**config.mk**
```make
export PLATFORM = sky130hd
export DESIGN_NAME = rsa_job_scheduler
export DESIGN_NICKNAME = d
export VERILOG_FILES = /design/src/rtl/rsa_job_scheduler.sv
export SDC_FILE = /design/constraint.sdc
export NUM_CORES = 1
export LEC_CHECK = 0
export ABC_AREA = 1
export CORE_MARGIN = 2
export CORE_UTILIZATION = 38
export DETAILED_ROUTE_END_ITERATION = 6
export PLACE_DENSITY = 0.77
export SETUP_SLACK_MARGIN = 0.15
export SLEW_MARGIN = 40
export SYNTH_ARGS = -nofsm -noshare
export SYNTH_HDL_FRONTEND = slang
export SYNTH_SLANG_ARGS = --single-unit
export TNS_END_PERCENT = 50
```
**constraint.sdc**
```tcl
create_clock -name clk -period 1.95 [get_ports clk]
set_clock_uncertainty 0.2 [all_clocks]
set_input_delay 0.39 -clock clk [delete_from_list [all_inputs] [get_ports clk]]
set_output_delay 0.39 -clock clk [all_outputs]
set_load 0.02 [all_outputs]
```
**src/rtl/rsa_job_scheduler.sv**
```systemverilog
// RSA sequencing controller: loads primes, runs key generation once per load, then
// round-robins one mod_exp engine between encrypt/decrypt requesters with a held response.
module rsa_job_scheduler #(
  parameter int WIDTH   = 32,
  parameter int TIMEOUT = 65535,
  parameter int CNT_W   = 16
) (
  input  logic                 clk,
  input  logic                 reset,
  input  logic                 key_load,
  input  logic [WIDTH-1:0]     p_in,
  input  logic [WIDTH-1:0]     q_in,
  output logic                 key_ready,
  input  logic                 enc_valid,
  output logic                 enc_ready,
  input  logic [WIDTH-1:0]     enc_msg,
  input  logic                 dec_valid,
  output logic                 dec_ready,
  input  logic [WIDTH-1:0]     dec_msg,
  output logic                 rsp_valid,
  input  logic                 rsp_ready,
  output logic [2*WIDTH-1:0]   rsp_data,
  output logic                 rsp_is_enc,
  output logic                 rsp_err,
  output logic [WIDTH-1:0]     kg_p,
  output logic [WIDTH-1:0]     kg_q,
  output logic                 kg_restart,
  input  logic                 kg_finish,
  output logic                 ex_restart,
  output logic                 ex_encrypt,
  output logic [WIDTH-1:0]     ex_msg,
  input  logic                 ex_finish,
  input  logic [2*WIDTH-1:0]   ex_result,
  output logic                 busy,
  output logic                 err_timeout
);

  localparam logic [2:0] S_NOKEY    = 3'd0;
  localparam logic [2:0] S_KG_START = 3'd1;
  localparam logic [2:0] S_KG_RUN   = 3'd2;
  localparam logic [2:0] S_READY    = 3'd3;
  localparam logic [2:0] S_SETTLE   = 3'd4;
  localparam logic [2:0] S_EX_START = 3'd5;
  localparam logic [2:0] S_EX_RUN   = 3'd6;
  localparam logic [2:0] S_RESP     = 3'd7;

  localparam logic [CNT_W-1:0] TIMEOUT_C = CNT_W'(TIMEOUT);

  logic [2:0]         state_q, state_d;
  logic [WIDTH-1:0]   kg_p_q, kg_p_d, kg_q_q, kg_q_d;
  logic [WIDTH-1:0]   ex_msg_q, ex_msg_d;
  logic [2*WIDTH-1:0] rsp_data_q, rsp_data_d;
  logic [CNT_W-1:0]   cnt_q, cnt_d;
  logic               key_ready_q, key_ready_d;
  logic               err_timeout_q, err_timeout_d;
  logic               last_enc_q, last_enc_d;
  logic               ex_encrypt_q, ex_encrypt_d;
  logic               rsp_is_enc_q, rsp_is_enc_d;
  logic               rsp_err_q, rsp_err_d;

  logic key_accept, can_grant, enc_fire, dec_fire;
  logic blanked, timed_out;

  assign key_accept = key_load && (state_q == S_NOKEY || state_q == S_READY);
  // A competing key_load wins over a grant so no handshake completes without being served.
  assign can_grant  = (state_q == S_READY) && key_ready_q && !key_load;
  // Only the round-robin winner sees ready, so a tie never completes two handshakes.
  assign enc_ready  = can_grant && !(dec_valid && last_enc_q);
  assign dec_ready  = can_grant && !(enc_valid && !last_enc_q);
  assign enc_fire   = enc_valid && enc_ready;
  assign dec_fire   = dec_valid && dec_ready;

  // Count is zero only in the first run cycle, which masks a finish left over from a prior run.
  assign blanked    = (cnt_q == '0);
  assign timed_out  = (cnt_q == TIMEOUT_C);

  always_comb begin
    // NOTE: every next-state value defaults to its register so no path through the case infers a latch.
    state_d       = state_q;
    kg_p_d        = kg_p_q;
    kg_q_d        = kg_q_q;
    ex_msg_d      = ex_msg_q;
    rsp_data_d    = rsp_data_q;
    cnt_d         = cnt_q;
    key_ready_d   = key_ready_q;
    err_timeout_d = err_timeout_q;
    last_enc_d    = last_enc_q;
    ex_encrypt_d  = ex_encrypt_q;
    rsp_is_enc_d  = rsp_is_enc_q;
    rsp_err_d     = rsp_err_q;

    if (key_accept) begin
      kg_p_d        = p_in;
      kg_q_d        = q_in;
      key_ready_d   = 1'b0;
      err_timeout_d = 1'b0;
      state_d       = S_KG_START;
    end else begin
      case (state_q)
        S_KG_START: begin
          cnt_d   = '0;
          state_d = S_KG_RUN;
        end
        S_KG_RUN: begin
          if (kg_finish && !blanked) begin
            key_ready_d = 1'b1;
            state_d     = S_READY;
          end else if (timed_out) begin
            err_timeout_d = 1'b1;
            state_d       = S_NOKEY;
          end else begin
            cnt_d = cnt_q + CNT_W'(1);
          end
        end
        S_READY: begin
          if (enc_fire) begin
            ex_msg_d     = enc_msg;
            ex_encrypt_d = 1'b1;
            rsp_is_enc_d = 1'b1;
            last_enc_d   = 1'b1;
            state_d      = S_SETTLE;
          end else if (dec_fire) begin
            ex_msg_d     = dec_msg;
            ex_encrypt_d = 1'b0;
            rsp_is_enc_d = 1'b0;
            last_enc_d   = 1'b0;
            state_d      = S_SETTLE;
          end
        end
        S_SETTLE:   state_d = S_EX_START;
        S_EX_START: begin
          cnt_d   = '0;
          state_d = S_EX_RUN;
        end
        S_EX_RUN: begin
          if (ex_finish && !blanked) begin
            rsp_data_d = ex_result;
            rsp_err_d  = 1'b0;
            state_d    = S_RESP;
          end else if (timed_out) begin
            rsp_data_d    = '0;
            rsp_err_d     = 1'b1;
            err_timeout_d = 1'b1;
            state_d       = S_RESP;
          end else begin
            cnt_d = cnt_q + CNT_W'(1);
          end
        end
        S_RESP: begin
          if (rsp_ready) state_d = S_READY;
        end
        default: state_d = state_q;
      endcase
    end
  end

  // NOTE: sequential state uses non-blocking assignments so every register samples pre-edge values.
  always_ff @(posedge clk or negedge reset) begin
    if (!reset) begin
      state_q       <= S_NOKEY;
      kg_p_q        <= '0;
      kg_q_q        <= '0;
      ex_msg_q      <= '0;
      rsp_data_q    <= '0;
      cnt_q         <= '0;
      key_ready_q   <= 1'b0;
      err_timeout_q <= 1'b0;
      last_enc_q    <= 1'b0;
      ex_encrypt_q  <= 1'b0;
      rsp_is_enc_q  <= 1'b0;
      rsp_err_q     <= 1'b0;
    end else begin
      state_q       <= state_d;
      kg_p_q        <= kg_p_d;
      kg_q_q        <= kg_q_d;
      ex_msg_q      <= ex_msg_d;
      rsp_data_q    <= rsp_data_d;
      cnt_q         <= cnt_d;
      key_ready_q   <= key_ready_d;
      err_timeout_q <= err_timeout_d;
      last_enc_q    <= last_enc_d;
      ex_encrypt_q  <= ex_encrypt_d;
      rsp_is_enc_q  <= rsp_is_enc_d;
      rsp_err_q     <= rsp_err_d;
    end
  end

  assign key_ready   = key_ready_q;
  assign err_timeout = err_timeout_q;
  assign kg_p        = kg_p_q;
  assign kg_q        = kg_q_q;
  assign ex_msg      = ex_msg_q;
  assign ex_encrypt  = ex_encrypt_q;
  assign rsp_data    = rsp_data_q;
  assign rsp_is_enc  = rsp_is_enc_q;
  assign rsp_err     = rsp_err_q;
  assign kg_restart  = (state_q == S_KG_START);
  assign ex_restart  = (state_q == S_EX_START);
  assign rsp_valid   = (state_q == S_RESP);
  assign busy        = (state_q != S_NOKEY) && (state_q != S_READY);

endmodule
```
==> results of run 1 <==
-- logic make-up after synthesis --
kind of cell | count (synthesis) | share of synthesized area (%)
fa+ha+maj | 2 | 0.302
simple gates | 671 | 33.3
xor+xnor | 11 | 1.16
compound gates | 58 | 3.61
flops | 183 | 55.3
buf+inv | 114 | 6.36
-- cell usage in the layout (no fill, tap or decap), types with 30 or more instances in the layout --
cell type	count
sky130_fd_sc_hd__buf_4	55
sky130_fd_sc_hd__buf_6	30
sky130_fd_sc_hd__clkbuf_16	35
sky130_fd_sc_hd__clkdlybuf4s50_1	198
sky130_fd_sc_hd__dfrtp_1	180
sky130_fd_sc_hd__dlygate4sd2_1	140
sky130_fd_sc_hd__inv_1	47
sky130_fd_sc_hd__nand2_1	280
sky130_fd_sc_hd__nand2_2	99
sky130_fd_sc_hd__nand2_4	53
sky130_fd_sc_hd__nand3_1	60
sky130_fd_sc_hd__nand3_2	75
sky130_fd_sc_hd__nor2_1	68
sky130_fd_sc_hd__o21ai_1	38
-- worst paths after layout --
path	to	slack, ns	cells after the start
worst max-delay path	err_timeout	-0.10	15
worst min-delay path	kg_p[16]	0.27	2
worst max register to register	err_timeout	-0.10	15
worst min register to register	kg_p[20]	0.27	2
max in group asynchronous	cnt_q[13]	0.68	3
min in group clk	kg_p[20]	0.27	2
-- power by group through the flow --
stage / clock network, mW / logic (mW) / registers [mW]
finish: 3.56 / 12.0 / 6.49
global route: 3.77 / 12.7 / 6.65
CTS: 3.60 / 9.63 / 6.25
detailed placement: 0 / 9.77 / 6.25
global placement: 0 / 9.63 / 6.20
floorplan: 0 / 2.90 / 8.02
-- registers in the layout, indices dropped and copies added, names as in the netlist --
| signal | cells |
|---|---|
| err_timeout | 1 |
| kg_p | 32 |
| rsp_data | 64 |
| cnt_q | 16 |
| rsp_is_enc | 1 |
| state_q | 3 |
| key_ready | 1 |
| kg_q | 32 |
| ex_msg | 32 |
| rsp_err | 1 |
-- cell type report --
class	instances	area [µm²]	share of cell area, %
clock inverter	15	175	1.12
clock buffer	17	425	2.72
sequential	183	4580	29.3
tap	280	350	2.24
timing repair buffer	506	5420	34.6
inverter	55	219	1.40
timing repair inverter	1	5.00	0.0320
multi-input combinational	742	4480	28.6
-- routing by layer --
metal	global-route usage, %	vias to the layer above	wire length, µm
met5	0	-	0
met4	7.96	0	1210
met3	6.35	79	2800
met2	42.6	440	17500
met1	27.6	4425	13200
li1	-	4218	-
-- critical path, cell delays in order, from the launching register on --
cell	delay (ns)
sky130_fd_sc_hd__dfrtp_1	0.37
sky130_fd_sc_hd__buf_6	0.13
sky130_fd_sc_hd__inv_4	0.05
sky130_fd_sc_hd__nand2_8	0.08
sky130_fd_sc_hd__nand2_4	0.07
sky130_fd_sc_hd__nor2_4	0.09
sky130_fd_sc_hd__inv_2	0.05
sky130_fd_sc_hd__buf_6	0.11
sky130_fd_sc_hd__nor2_4	0.18
sky130_fd_sc_hd__buf_6	0.16
sky130_fd_sc_hd__buf_4	0.12
sky130_fd_sc_hd__nor2_1	0.04
sky130_fd_sc_hd__nand2_1	0.06
sky130_fd_sc_hd__nand2_1	0.08
sky130_fd_sc_hd__nand2_1	0.07
sky130_fd_sc_hd__o21ai_1	0.06
-- what timing repair did --
action | in CTS | in global routing
hold buffers | 1 | 0
endpoints found under the hold margin | 32 | 0
buffers inserted | 21 | 14
gates resized for setup | 353 | 288
pin swaps | 74 | 129
cloned | 4 | 26
endpoints found under the setup margin | 330 | 209
-- through the flow --
stage / utilization, % / worst slack [ns]
finish: 72.4 / -0.103
global route: 72.4 / -0.177
CTS: 64.9 / -0.114
detailed placement: 59.3 / -0.582
global placement: 59.3 / -0.588
floorplan: - / 0.141
==> impl_metrics.env, run 1 <==
export IMPL_clock_root_buffer="sky130_fd_sc_hd__clkbuf_16"
export IMPL_synth_top_flop_cell="sky130_fd_sc_hd__dfrtp_1"
export IMPL_cp_max_fo=4
export IMPL_initial_core_util_pct=38.3
export IMPL_synth_seq_area_share_pct=55.3
export IMPL_layout_nets=1708
export IMPL_post_synth_top_count_cell="sky130_fd_sc_hd__nand2_1"
export IMPL_placementRows=54
export IMPL_grt_start_max_net_pins=58
export IMPL_diodes=0
export IMPL_setup_viol_count_final=126
export IMPL_combinationalPowerShare_pct=54.3
export IMPL_finalCriticalPeriod_ns=2.05
export IMPL_maximum_ir_drop_on_the_vdd_rail_uv=750
export IMPL_htree_num_levels=4
export IMPL_timing_critical_path_from="state_q[1]"
export IMPL_setup_tns_ns=-3.95
export IMPL_layoutNonFillerInstCount=1799
export IMPL_grt_ovfl_total=0
export IMPL_layout_drive_gt1_share_pct=30.7
export IMPL_route_detailed_vias_per_inst=5.09
export IMPL_cts_made_buffers=17
export IMPL_syn_avg_cell_area_um2=7.97
export IMPL_clkSlewWorstSetupHoldPaths_ns=0.08
export IMPL_fraction_of_registers_with_async_set_or_reset_after_synthesis_pct=100
export IMPL_cell_internal_pwr_mw=12.2
export IMPL_ys_types=26
export IMPL_finalHoldViolCount=0
export IMPL_max_clock_freq_ghz=0.487
export IMPL_route_antenna_remaining_nets=0
export IMPL_fin_ws_ns=-0.103
export IMPL_timing_max_transition_violations_final=0
export IMPL_min_path_type="in -> async"
export IMPL_drc=0
export IMPL_place_hpwl_um=19500
export IMPL_cts_sinks=183
export IMPL_setup_worst_path_start_class="register"
export IMPL_tritoncts="done"
export IMPL_synth_largest_type_area_fraction_pct=55.3
export IMPL_timing_slew_headroom_pct=74.5
export IMPL_synth_edff_count=0
export IMPL_n_fill_cell=1484
export IMPL_initialDrtViolationCount=457
export IMPL_route_final_wire_length_um=34700
export IMPL_ioPinCount=371
export IMPL_final_design_area_no_fill_um2=15700
export IMPL_ys_warnings_count=0
export IMPL_die_w_um=152
export IMPL_p_seq_share_pct=29.5
export IMPL_worst_ep_arrival_time_ns=2.16
export IMPL_cellPowerDensity_nw_per_um2=1400
export IMPL_netlist_top_cells_area="sky130_fd_sc_hd__dfrtp_1 55%, sky130_fd_sc_hd__nand2_1 20%, sky130_fd_sc_hd__nand3_1 8.6%"
export IMPL_area_delta_synth_final_pct=89.1
export IMPL_insertion_delay_ns=0.43
export IMPL_number_of_antenna_violations_at_the_first_check_in_global_routing=1
export IMPL_post_synth_net_total=1241
export IMPL_violations_in_the_final_reports="negative setup slack"
export IMPL_totalPowerFinal_mw=22.0
export IMPL_placed_cells_incl_taps=1701
export IMPL_floorplan_die_height_um=152
export IMPL_drt_pass1_iter_count=5
export IMPL_dr_total_vias=9162
export IMPL_synth_top_cells_by_count="432 x sky130_fd_sc_hd__nand2_1, 183 x sky130_fd_sc_hd__dfrtp_1, 143 x sky130_fd_sc_hd__nand3_1, 81 x sky130_fd_sc_hd__nor2_1, 50 x sky130_fd_sc_hd__inv_1"
export IMPL_layout_worst_path_cycle_share_pct=105
export IMPL_avgRoutedWirePerCell_um=19.3
export IMPL_core_area_um2=21600
export IMPL_p_switching_mw=9.76
export IMPL_grt_setup_unrepaired="true"
export IMPL_worstSetupPathType="reg -> reg"
export IMPL_post_synth_instance_area_um2=8280
export IMPL_reg2reg_from="state_q[1]"
export IMPL_max_cap_violations=0
export IMPL_synth_largest_area_cell="sky130_fd_sc_hd__dfrtp_1"
export IMPL_worst_setup_path_end_kind="register"
export IMPL_grt_util_all_layers_pct=23.8
export IMPL_transition_at_the_pin_with_the_smallest_max_transition_slack_ns=0.382
export IMPL_routabilityCongestion=0.858
export IMPL_worst_hold_slack_ns=0.269
export IMPL_global_route_wire_length_before_repair_um=42700
export IMPL_die_area_um2=23000
export IMPL_grt_pass1_vias=8286
export IMPL_clock_path_buffers=2
export IMPL_post_synth_inst_count=1039
export IMPL_clock_power_share_pct=16.2
export IMPL_placed_area_um2=12800
export IMPL_run_status="complete, but fails checks"
export IMPL_portBuffers=370
export IMPL_netSwitchingFraction_pct=44.4
export IMPL_ys_ff_latch=183
export IMPL_cp_required_ns=2.06
export IMPL_cellLeakagePower_nw=8.04
(Power assumes the default switching activity.)
==> inputs of run 2 (changes only) <==
- PLACE_DENSITY: 0.77 -> unset
- PLACE_DENSITY_LB_ADDON: unset -> 0.12
==> run 2 against run 1 <==
  * The run still ends with negative setup slack left
  * Critical path depth decreased by 10
  * Non-clock buffer count decreased by 29
  * Count of clock-buffer cells in the layout increased by 3
  * Fmax about the same
  * Combinational power decreased by 12%
  * Flip-flop and latch count unchanged
  * Clock power about the same
  * Largest cell class unchanged
  * Largest power group unchanged
==> impl_metrics.env, run 2 (synthesis results as in run 1) <==
export IMPL_cp_top_family="flip-flops"
export IMPL_violations_in_the_final_reports="negative setup slack"
export IMPL_drt_pass1_iter_count=4
export IMPL_cts_sinks=183
export IMPL_portBuffers=370
export IMPL_avgRoutedWirePerCell_um=17.2
export IMPL_floorplan_die_height_um=152
export IMPL_placed_cells_incl_taps=1701
export IMPL_insertion_delay_ns=0.42
export IMPL_layout_nets=1679
export IMPL_slowest_delay_ns=0.39
export IMPL_htree_num_levels=4
export IMPL_drc=0
export IMPL_worst_setup_path_end_kind="output pin"
export IMPL_layoutNonFillerInstCount=1771
export IMPL_setup_worst_path_start_class="register"
export IMPL_route_detailed_vias_per_inst=4.81
export IMPL_grt_start_max_net_pins=66
export IMPL_min_path_type="reg -> reg"
export IMPL_clkSlewWorstSetupHoldPaths_ns=0.07
export IMPL_layout_drive_gt1_share_pct=19.4
export IMPL_core_area_um2=21600
export IMPL_place_hpwl_um=19000
export IMPL_route_final_wire_length_um=30500
export IMPL_maximum_ir_drop_on_the_vdd_rail_uv=745
export IMPL_grt_ovfl_total=0
export IMPL_tritoncts="done"
export IMPL_cellPowerDensity_nw_per_um2=1410
export IMPL_routabilityCongestion=0.851
export IMPL_run_status="complete, but fails checks"
export IMPL_critPathSlowestCell="sky130_fd_sc_hd__dfrtp_1"
export IMPL_layout_worst_path_cycle_share_pct=105
export IMPL_clock_path_buffers=2
export IMPL_grt_setup_unrepaired="true"
export IMPL_initial_core_util_pct=38.3
export IMPL_dr_total_vias=8522
export IMPL_placementRows=54
export IMPL_cp_required_ns=1.36
export IMPL_clock_root_buffer="sky130_fd_sc_hd__clkbuf_16"
export IMPL_initialDrtViolationCount=370
export IMPL_mostFrequentLayoutCells="334 x sky130_fd_sc_hd__nand2_1, 198 x sky130_fd_sc_hd__clkdlybuf4s50_1, 181 x sky130_fd_sc_hd__dfrtp_1"
export IMPL_largest_register_ffs=64
export IMPL_grt_util_all_layers_pct=22.5
export IMPL_cp_max_fo=3
export IMPL_finalCriticalPeriod_ns=2.05
export IMPL_worst_ep_arrival_time_ns=1.46
export IMPL_timing_slew_headroom_pct=73.4
export IMPL_totalPowerFinal_mw=20.3
export IMPL_timing_critical_path_buf_inv=1
export IMPL_area_delta_synth_final_pct=74.1
export IMPL_die_w_um=152
export IMPL_number_of_antenna_violations_at_the_first_check_in_global_routing=1
export IMPL_worstSetupPathType="reg -> out"
export IMPL_route_antenna_remaining_nets=0
export IMPL_transition_at_the_pin_with_the_smallest_max_transition_slack_ns=0.397
export IMPL_timing_max_transition_violations_final=0
export IMPL_cellLeakagePower_nw=7.63
export IMPL_fin_ws_ns=-0.103
export IMPL_max_cap_violations=0
export IMPL_cp_cell_sequence="nand2_2 -> nor2_4 -> nand3_4 -> a21oi_2 -> buf_6"
export IMPL_setup_viol_count_final=93
export IMPL_cts_made_buffers=17
export IMPL_layout_cells_most_common="sky130_fd_sc_hd__nand2_1"
export IMPL_finalHoldViolCount=0
export IMPL_global_route_wire_length_before_repair_um=40700
export IMPL_max_clock_freq_ghz=0.487
export IMPL_die_area_um2=23000
export IMPL_ioPinCount=371
export IMPL_grt_pass1_vias=7843
-- run 2: cell types whose count changed in the layout (fill, tap and decap cells not counted), moves of 8 or more --
cell | previous run | this run
sky130_fd_sc_hd__buf_6 | 30 | 20
sky130_fd_sc_hd__clkdlybuf4s15_1 | 16 | 3
sky130_fd_sc_hd__dlygate4sd2_1 | 140 | 161
sky130_fd_sc_hd__nand2_1 | 280 | 334
sky130_fd_sc_hd__nand2_2 | 99 | 67
sky130_fd_sc_hd__nand2_4 | 53 | 33
sky130_fd_sc_hd__nand3_1 | 60 | 139
sky130_fd_sc_hd__nand3_2 | 75 | 4
sky130_fd_sc_hd__nand3_4 | 11 | 3
-- run 2: repair_timing --
item,in CTS,in global routing
resized for setup,237,170
cloned,2,18
hold endpoints to repair,28,0
hold buffers,1,0
pin swaps,7,50
buffers inserted,3,13
endpoints found under the setup margin,349,191
-- run 2: layout make-up --
class / count / area, µm²
multi-input combinational: 742 / 3730
clock buffer: 20 / 467
inverter: 55 / 219
sequential: 183 / 4580
antenna: 1 / 2.50
fill: 1828 / 7200
timing repair inverter: 1 / 11.3
timing repair buffer: 477 / 4920
tap: 280 / 350
clock inverter: 12 / 134
-- run 2: final timing paths --
check / startpoint / endpoint / slack, ns / depth (start not counted)
max: state_q[1] / dec_ready / -0.10 / 5
min in group asynchronous: reset / kg_q[7] / 0.28 / 2
max reg2reg: state_q[0] / err_timeout / -0.09 / 14
min: kg_p[6] / kg_p[6] / 0.27 / 2
max in group asynchronous: reset / ex_msg[12] / 0.67 / 3
min reg2reg: kg_p[6] / kg_p[6] / 0.27 / 2
-- run 2: where the power goes --
part	switching [mW]	internal (mW)
combinational	6.13	4.43
clock	1.62	1.92
sequential	0.900	5.34
total	8.65	11.7
-- run 2: per-layer routing --
| metal | GRT usage (%) | vias to the layer above | wire [µm] |
|---|---|---|---|
| met3 | 7.60 | 31 | 2790 |
| met1 | 27.3 | 4025 | 12200 |
| li1 | - | 4148 | - |
| met4 | 7.18 | 0 | 476 |
| met5 | 0 | - | 0 |
| met2 | 38.0 | 318 | 15100 |
-- run 2: per-stage QoR --
| step | util (%) | setup slack (ns) | hold WS (ns) | setup TNS [ns] | cell area (µm²) |
|---|---|---|---|---|---|
| finish | 66.7 | -0.103 | 0.271 | -2.68 | 14400 |
| global route | 66.7 | -0.178 | 0.278 | -11.80 | 14400 |
| CTS | 62.0 | -0.107 | 0.244 | -0.491 | 13400 |
| detailed placement | 59.2 | -0.521 | 0.147 | -10.06 | 12800 |
| global placement | 59.2 | -0.531 | 0.144 | -9.74 | 12800 |
| floorplan | - | 0.141 | -0.106 | 0 | 8290 |
-- run 2: worst reg2reg max path: stages (launching register included) --
cell and delay (ns):
sky130_fd_sc_hd__dfrtp_1 0.41, sky130_fd_sc_hd__buf_6 0.14, sky130_fd_sc_hd__nand2_4 0.08, sky130_fd_sc_hd__nand2_4 0.06
sky130_fd_sc_hd__nor2_4 0.11, sky130_fd_sc_hd__inv_2 0.04, sky130_fd_sc_hd__buf_6 0.11, sky130_fd_sc_hd__nor2_4 0.23
sky130_fd_sc_hd__buf_4 0.16, sky130_fd_sc_hd__buf_6 0.10, sky130_fd_sc_hd__nor2_1 0.04, sky130_fd_sc_hd__nand2_1 0.05
sky130_fd_sc_hd__nand2_1 0.07, sky130_fd_sc_hd__nand2_1 0.07, sky130_fd_sc_hd__o21ai_1 0.06
==> inputs of run 3 (changes only) <==
- GPL_TIMING_DRIVEN: unset -> 0
- HOLD_SLACK_MARGIN: unset -> 0.12
==> run 3 against run 2 <==
  * The run still ends with negative setup slack left
  * Sequential share of layout area up 1.4 points
  * Global-route usage increased by 0.34 points
  * Utilization down 2.7 points
  * Via count down 2.7%
  * Routed wire length decreased by 11%
  * Critical path type unchanged
  * Critical endpoint unchanged
  * Largest power group unchanged
==> impl_metrics.env, run 3 (synthesis results as in run 1) <==
export IMPL_grt_util_all_layers_pct=22.9
export IMPL_max_cap_violations=0
export IMPL_cellPowerDensity_nw_per_um2=1390
export IMPL_grt_ovfl_total=0
export IMPL_cp_required_ns=1.36
export IMPL_routabilityCongestion=0.846
export IMPL_setup_tns_ns=-2.19
export IMPL_area_delta_synth_final_pct=67.1
export IMPL_clkSlewWorstSetupHoldPaths_ns=0.07
export IMPL_htree_num_levels=4
export IMPL_grt_pass1_vias=7786
export IMPL_layout_nets=1677
export IMPL_max_clock_freq_ghz=0.484
export IMPL_setup_viol_count_final=48
export IMPL_min_path_type="reg -> reg"
export IMPL_clock_root_buffer="sky130_fd_sc_hd__clkbuf_16"
export IMPL_worstSetupPathType="reg -> out"
export IMPL_maximum_ir_drop_on_the_vdd_rail_uv=755
export IMPL_post_route_util_pct=64.0
export IMPL_finalCriticalPeriod_ns=2.07
export IMPL_clock_path_buffers=2
export IMPL_timing_slew_headroom_pct=67.1
export IMPL_cts_made_buffers=17
export IMPL_route_detailed_vias_per_inst=4.69
export IMPL_route_antenna_remaining_nets=0
export IMPL_layoutNonFillerInstCount=1767
export IMPL_floorplan_die_height_um=152
export IMPL_avgRoutedWirePerCell_um=15.5
export IMPL_tritoncts="done"
export IMPL_violations_in_the_final_reports="negative setup slack"
export IMPL_layout_worst_path_cycle_share_pct=106
export IMPL_cellLeakagePower_nw=7.33
export IMPL_cts_sinks=183
export IMPL_cp_max_fo=6
export IMPL_insertion_delay_ns=0.42
export IMPL_initial_core_util_pct=38.3
export IMPL_place_hpwl_um=19700
export IMPL_layout_cells_most_common="sky130_fd_sc_hd__nand2_1"
export IMPL_dr_total_vias=8291
export IMPL_finalHoldViolCount=0
export IMPL_run_status="complete, but fails checks"
export IMPL_layout_drive_gt1_share_pct=15.7
export IMPL_largest_register_ffs=64
export IMPL_placed_cells_incl_taps=1691
export IMPL_drc=0
export IMPL_route_final_wire_length_um=27300
export IMPL_worst_setup_path_end_kind="output pin"
export IMPL_grt_start_max_net_pins=65
export IMPL_die_w_um=152
export IMPL_number_of_antenna_violations_at_the_first_check_in_global_routing=0
export IMPL_timing_max_transition_violations_final=0
export IMPL_setup_worst_path_start_class="register"
export IMPL_drt_pass1_iter_count=4
export IMPL_n_fill_cell=1969
export IMPL_portBuffers=370
export IMPL_worst_ep_arrival_time_ns=1.48
export IMPL_transition_at_the_pin_with_the_smallest_max_transition_slack_ns=0.494
export IMPL_placementRows=54
export IMPL_ioPinCount=371
export IMPL_fin_ws_ns=-0.117
export IMPL_initialDrtViolationCount=369
export IMPL_mostFrequentLayoutCells="404 x sky130_fd_sc_hd__nand2_1, 198 x sky130_fd_sc_hd__clkdlybuf4s50_1, 172 x sky130_fd_sc_hd__dfrtp_1"
export IMPL_diodes=0
export IMPL_global_route_wire_length_before_repair_um=40900
export IMPL_grt_setup_unrepaired="true"
export IMPL_die_area_um2=23000
export IMPL_core_area_um2=21600
[run 3: cell count changes in the layout (fill, tap and decap cells not counted), sizes merged]
| cell | change |
|---|---|
| buf | -7 |
| clkbuf | +6 |
| diode | -1 |
| clkinvlp | -2 |
| bufinv | +3 |
| inv | -3 |
| dlymetal6s2s | +4 |
| clkinv | +1 |
| clkdlybuf4s15 | -3 |
| dlygate4sd2 | -2 |
[run 3: repair_timing]
item / 4_1_cts / 5_1_grt
endpoints found under the setup margin: 349 / 200
cloned: 3 / 2
resized for setup: 295 / 130
hold endpoints to repair: 58 / 0
setup buffers: 12 / 27
hold buffers: 1 / 0
pin swaps: 9 / 27
[run 3: power by group]
group	total, mW	internal (mW)	leakage, nW	switching, mW
combinational	9.19	3.70	4.68	5.50
clock	3.81	2.24	0.316	1.57
sequential	6.20	5.34	2.34	0.855
total	19.2	11.3	7.33	7.92
[run 3: stage by stage]
| step | power [mW] | hold slack [ns] | instance area (µm²) | worst slack, ns |
|---|---|---|---|---|
| floorplan | 10.9 | -0.106 | 8290 | 0.141 |
| global placement | 15.4 | 0.253 | 12300 | -7.68 |
| detailed placement | 15.6 | 0.175 | 12400 | -0.637 |
| CTS | 18.7 | 0.271 | 13300 | -0.141 |
| global route | 20.5 | 0.286 | 13800 | -0.200 |
| finish | 19.2 | 0.263 | 13800 | -0.117 |
[run 3: path summary, 6_finish.rpt]
| path | start | endpoint | slack (ns) | cells past startpoint |
|---|---|---|---|---|
| setup / recovery | state_q[1] | dec_ready | -0.12 | 5 |
| hold / removal | kg_q[26] | kg_q[26] | 0.26 | 2 |
| setup reg to reg | state_q[1] | ex_msg[7] | -0.08 | 12 |
| hold reg to reg | kg_q[26] | kg_q[26] | 0.26 | 2 |
| max in group asynchronous | reset | rsp_err | 0.54 | 3 |
| min in group asynchronous | reset | kg_q[19] | 0.29 | 2 |
[run 3: worst max-delay path, cell delays in order (launching register included)]
cell                      delay [ns]
sky130_fd_sc_hd__dfrtp_2        0.44
sky130_fd_sc_hd__nand2_2        0.08
sky130_fd_sc_hd__nor2_4         0.12
sky130_fd_sc_hd__nand3_4        0.12
sky130_fd_sc_hd__a21oi_2        0.15
sky130_fd_sc_hd__buf_6          0.14
[run 3: area by class of cell]
type	instances	area, µm²	share of cell area (%)
inverter	55	224	1.62
multi-input combinational	742	3520	25.4
clock inverter	12	189	1.37
buffer	59	548	3.96
timing repair buffer	417	3960	28.6
tap	280	350	2.53
clock buffer	19	453	3.27
sequential	183	4590	33.2
[run 3: metal layers]
layer	vias up	GRT usage (%)	wire length, µm
met4	0	7.18	603
met1	3827	28.3	11000
met2	287	37.4	13100
met5	-	0	0
met3	36	8.44	2660
li1	4141	-	-
